==> config.mk <==
export PLATFORM = sky130hd
export DESIGN_NAME = key_debounce
export DESIGN_NICKNAME = d
export VERILOG_FILES = /design/src/rtl/key_debounce.sv
export SDC_FILE = /design/constraint.sdc
export NUM_CORES = 1
export LEC_CHECK = 0
export CORE_MARGIN = 2
export CORE_UTILIZATION = 30
export CTS_CLUSTER_DIAMETER = 200
export DETAILED_ROUTE_END_ITERATION = 16
export DONT_BUFFER_PORTS = 1
export PLACE_DENSITY = 0.46
export SYNTH_ARGS = -nofsm -noshare
export SYNTH_HDL_FRONTEND = slang
export SYNTH_SLANG_ARGS = --single-unit
==> constraint.sdc <==
create_clock -name clk -period 1.8 [get_ports clk]
set_input_delay 0.36 -clock clk [delete_from_list [all_inputs] [get_ports clk]]
set_output_delay 0.36 -clock clk [all_outputs]
set_load 0.005 [all_outputs]
==> src/rtl/key_debounce.sv <==
// Synchroniser, debouncer and press/release/long-press event generator for NUM_KEY push-buttons.
// Optional long-press detection is built only when KEY_LONG_PRESS_EN is defined.
module key_debounce #(
    parameter int NUM_KEY        = 4,
    parameter int DEBOUNCE_CYC   = 1_000_000,
    parameter int KEY_ACTIVE_LOW = 1,
    parameter int LONG_CYC       = 50_000_000
) (
    input  logic               clk,
    input  logic               rst,
    input  logic [NUM_KEY-1:0] key_in,
    output logic [NUM_KEY-1:0] key_state,
    output logic [NUM_KEY-1:0] key_press,
    output logic [NUM_KEY-1:0] key_release,
    output logic [NUM_KEY-1:0] key_long
);

    localparam int                 CNT_W    = $clog2(DEBOUNCE_CYC + 1);
    localparam logic [CNT_W-1:0]   CNT_LAST = CNT_W'(DEBOUNCE_CYC - 1);
    localparam logic [NUM_KEY-1:0] IDLE_LVL = (KEY_ACTIVE_LOW != 0) ? '1 : '0;

    generate
        if (DEBOUNCE_CYC < 2) begin : g_bad_debounce
            $error("key_debounce: DEBOUNCE_CYC must be at least 2");
        end
        if (LONG_CYC < 2) begin : g_bad_long
            $error("key_debounce: LONG_CYC must be at least 2");
        end
    endgenerate

    logic [NUM_KEY-1:0] sync_p0;
    logic [NUM_KEY-1:0] sync_p1;
    logic [NUM_KEY-1:0] act;
    logic [CNT_W-1:0]   cnt [NUM_KEY];

    // act is 1 while the synchronised pin reads "pressed"
    assign act = sync_p1 ^ IDLE_LVL;

    always_ff @(posedge clk) begin
        if (rst) begin
            // Sync stages hold the released level so nothing is seen as a change after reset
            sync_p0     <= IDLE_LVL;
            sync_p1     <= IDLE_LVL;
            key_state   <= '0;
            key_press   <= '0;
            key_release <= '0;
            for (int i = 0; i < NUM_KEY; i++) begin
                cnt[i] <= '0;
            end
        end else begin
            // stage p0 -> p1: two-flop synchroniser
            sync_p0 <= key_in;
            sync_p1 <= sync_p0;
            for (int i = 0; i < NUM_KEY; i++) begin
                key_press[i]   <= 1'b0;
                key_release[i] <= 1'b0;
                if (act[i] == key_state[i]) begin
                    cnt[i] <= '0;
                end else if (cnt[i] == CNT_LAST) begin
                    cnt[i]         <= '0;
                    key_state[i]   <= ~key_state[i];
                    key_press[i]   <= ~key_state[i];
                    key_release[i] <= key_state[i];
                end else begin
                    cnt[i] <= cnt[i] + CNT_W'(1);
                end
            end
        end
    end

`ifdef KEY_LONG_PRESS_EN
    localparam int                HOLD_W   = $clog2(LONG_CYC + 1);
    localparam logic [HOLD_W-1:0] HOLD_MAX = HOLD_W'(LONG_CYC);
    localparam logic [HOLD_W-1:0] HOLD_PRE = HOLD_W'(LONG_CYC - 2);

    logic [HOLD_W-1:0] hold [NUM_KEY];

    // Pulse is registered one count early so it lands with the counter reaching LONG_CYC-1
    always_ff @(posedge clk) begin
        if (rst) begin
            key_long <= '0;
            for (int i = 0; i < NUM_KEY; i++) begin
                hold[i] <= '0;
            end
        end else begin
            for (int i = 0; i < NUM_KEY; i++) begin
                key_long[i] <= key_state[i] && (hold[i] == HOLD_PRE);
                if (!key_state[i]) begin
                    hold[i] <= '0;
                end else if (hold[i] != HOLD_MAX) begin
                    hold[i] <= hold[i] + HOLD_W'(1);
                end
            end
        end
    end
`else
    assign key_long = '0;
`endif

endmodule

==> results.toml <==
[routing]
met1_length_um = 5280
via_count = 4012
wl_um = 11000
highest_layer = "met4"
vias_per_cell = 4.53
wl_per_cell_um = 12.4
drtIter0Drc = 193
ant_nets = 0
drc = 0
dr.pass1.iters = 7
dr_wl_met3_um = 263
met2_length_um = 5260

[clock_tree]
h-tree-depth = 3
tritoncts = "yes"
root_buffer = "clkbuf_16"
worstSkewPairLatency_ps = 350
clkTransAtPathRegs_ps = 70
cts.sinks = 100
clock_path_buffers = 2
cts_buffers = 9
postCtsHoldBufs = 0

[final_layout]
final_util = 0.406
nNetsFinal = 666
n_antenna_cell = 0
layout_commonest_cell = "buf_4"
fin_cells = 886
layout-drive-gt1-share = 0.268
fillers = 1712
area_growth_pct = 34.0
mostFrequentLayoutCells = "86 x buf_4, 84 x conb_1, 80 x edfxtp_1"

[floorplan]
coreArea_mm2 = 0.0171
ios = 22
initial_core_util = 0.303
num_rows = 48
dieArea_mm2 = 0.0184
die_h_um = 135
die_w_um = 135

[yosys]
syn_area_mm2 = 0.00518
yosys_warnings = 0
synth_seq_area_share = 0.541
ys.flop_type = "edfxtp_1"
synth_cell_types = 47
ys_async_sr_fraction = 0
syn_area_per_cell_um2 = 10.6
syn_inst = 488
synth-seq-cells = 100
synth-edff-count = 80

[pwr]
p_per_area_mw_per_mm2 = 716
leakagePower_uw = 0.00249
max-vdd-ir-drop_mv = 0.442
sequentialPowerShare = 0.533
net-switching-power_uw = 1120
comb_power_share = 0.065
switching_share = 0.225
p_int_uw = 3850
clkPwrFrac = 0.401
power_uw = 4980

[setup_path]
reg2reg_from = "cnt[0][10]"
path_class = "flop to flop"
critical_path.startpoint = "cnt[0][10]"
crit_fanout = 7
critPathLaunchType = "flop"
worstPathArrival_ps = 1920
cp-end-kind = "flop"
crit_required_ps = 1900
rr_worst_depth = 5

[sta]
max_freq_mhz = 548
skew_ps = 4.85
rsz0062_at_grt = "yes"
finalCritPeriodShare = 1.01
setup_ws_ps = -24.2
slew_viol_final = 0
setup_violations = 18
period_needed_ps = 1820
hold_violations = 0

[global_routing]
gr-total-overflow = 0
grt_max_degree = 24
grt_pass1_vias = 3880
antenna_found_initial = 0
grt_pass1_wl_um = 18200
grt_use_total = 0.126

[place]
place.gp.congestion = 0.807
hpwlAfterDp_um = 7870
io_buffers = 0
dp_cells = 856

[min_path]
hold_depth = 1
min_path_type = "primary input to flop"
hp-start = "rst"

[status]
status = "finished with violations"
failed_checks = "setup timing"

[run]
drv_cap = 0
repair_timing:
action,in CTS,in global routing
setup endpoints to repair,32,83
pin swaps,3,24
setup buffers,2,12
resized for setup,4,49
final timing paths:
kind,end,slack (ps)
setup reg to reg,cnt[0][17],-20
hold / removal,key_state[3],80
hold reg to reg,sync_p1[0],420
setup / recovery,cnt[0][17],-20
power by group through the flow:
stage	Sequential [uW]	Clock (uW)	Combinational (uW)
final	2650	2000	324
after global routing	2670	2160	365
after CTS	2650	2070	290
after detailed placement	2700	0	282
after global placement	2700	0	283
after floorplan	2700	0	168
sequential cells by signal, summed over array words and instances, names as in the netlist:
name	count
cnt	80
sync_p1	4
key_state	4
key_release	4
sync_p0	4
key_press	4
critical path, cell delays in order (launching register included):
cell      delay [ps]
edfxtp_1         420
or4_4            550
nor4_4           180
a21bo_2          220
buf_6            150
a21oi_1           50
per-stage QoR:
step                TNS, ps  hold slack [ps]  setup WS (ps)  cell area, um2
CTS                    -191             60.3          -22.7            6660
global route          -1280             63.1          -76.8            6950
floorplan             -1380              389          -90.5            5520
finish                 -243             80.3          -24.2            6950
global placement       -227              405          -27.6            6310
detailed placement     -359              407          -37.4            6310
cells by family after synthesis:
logic type	Yosys count	share of synthesized area
and+or+nand+nor	241	0.261
DFF	100	0.541
xor gates and xnor gates	56	0.0946
AOI/OAI and AO/OA	50	0.0613
buffers and inverters	35	0.0319
adders and majority gates	4	0.00965
other	2	0.00145
per-layer routing:
layer | vias to the layer above | GRT usage
li1 | 2047 | -
met1 | 1915 | 0.163
met2 | 41 | 0.204
met3 | 9 | 0.0262
met4 | 0 | 0.0544
met5 | - | 0
area by class of cell:
class,instances,area (um2),share of cell area
sequential,100,2800,0.403
multi-input combinational,435,2740,0.395
timing repair buffer,95,764,0.110
tap,225,282,0.0405
clock buffer,10,239,0.0344
clock inverter,6,63.8,0.00918
inverter,15,56.3,0.00810
synth_stat cells (all sizes together) (2+ instances only):
cell type | count | area share
and4 | 9 | 0.015
o21ai | 11 | 0.011
nor4 | 17 | 0.023
nand3b | 2 | 0.0029
nand3 | 25 | 0.024
nor2 | 71 | 0.051
nor3 | 18 | 0.017
a21bo | 3 | 0.0058
or3 | 11 | 0.014
inv | 15 | 0.011
clkbuf | 12 | 0.0089
or4 | 3 | 0.0051
a21oi | 23 | 0.023
xor2 | 14 | 0.024
nor3b | 2 | 0.0029
nor4b | 7 | 0.012
xnor2 | 42 | 0.071
nand4 | 27 | 0.041
conb | 2 | 0.0014
buf | 8 | 0.012
edfxtp | 80 | 0.46
and2 | 2 | 0.0024
ha | 4 | 0.0097
nand2 | 21 | 0.015
a311oi | 4 | 0.0068
or2 | 10 | 0.012
a31o | 4 | 0.0068
a211o | 2 | 0.0034
dfxtp | 20 | 0.077
and3 | 11 | 0.013
nand4b | 2 | 0.0034
Note: power is estimated with default switching activity, not from simulation.
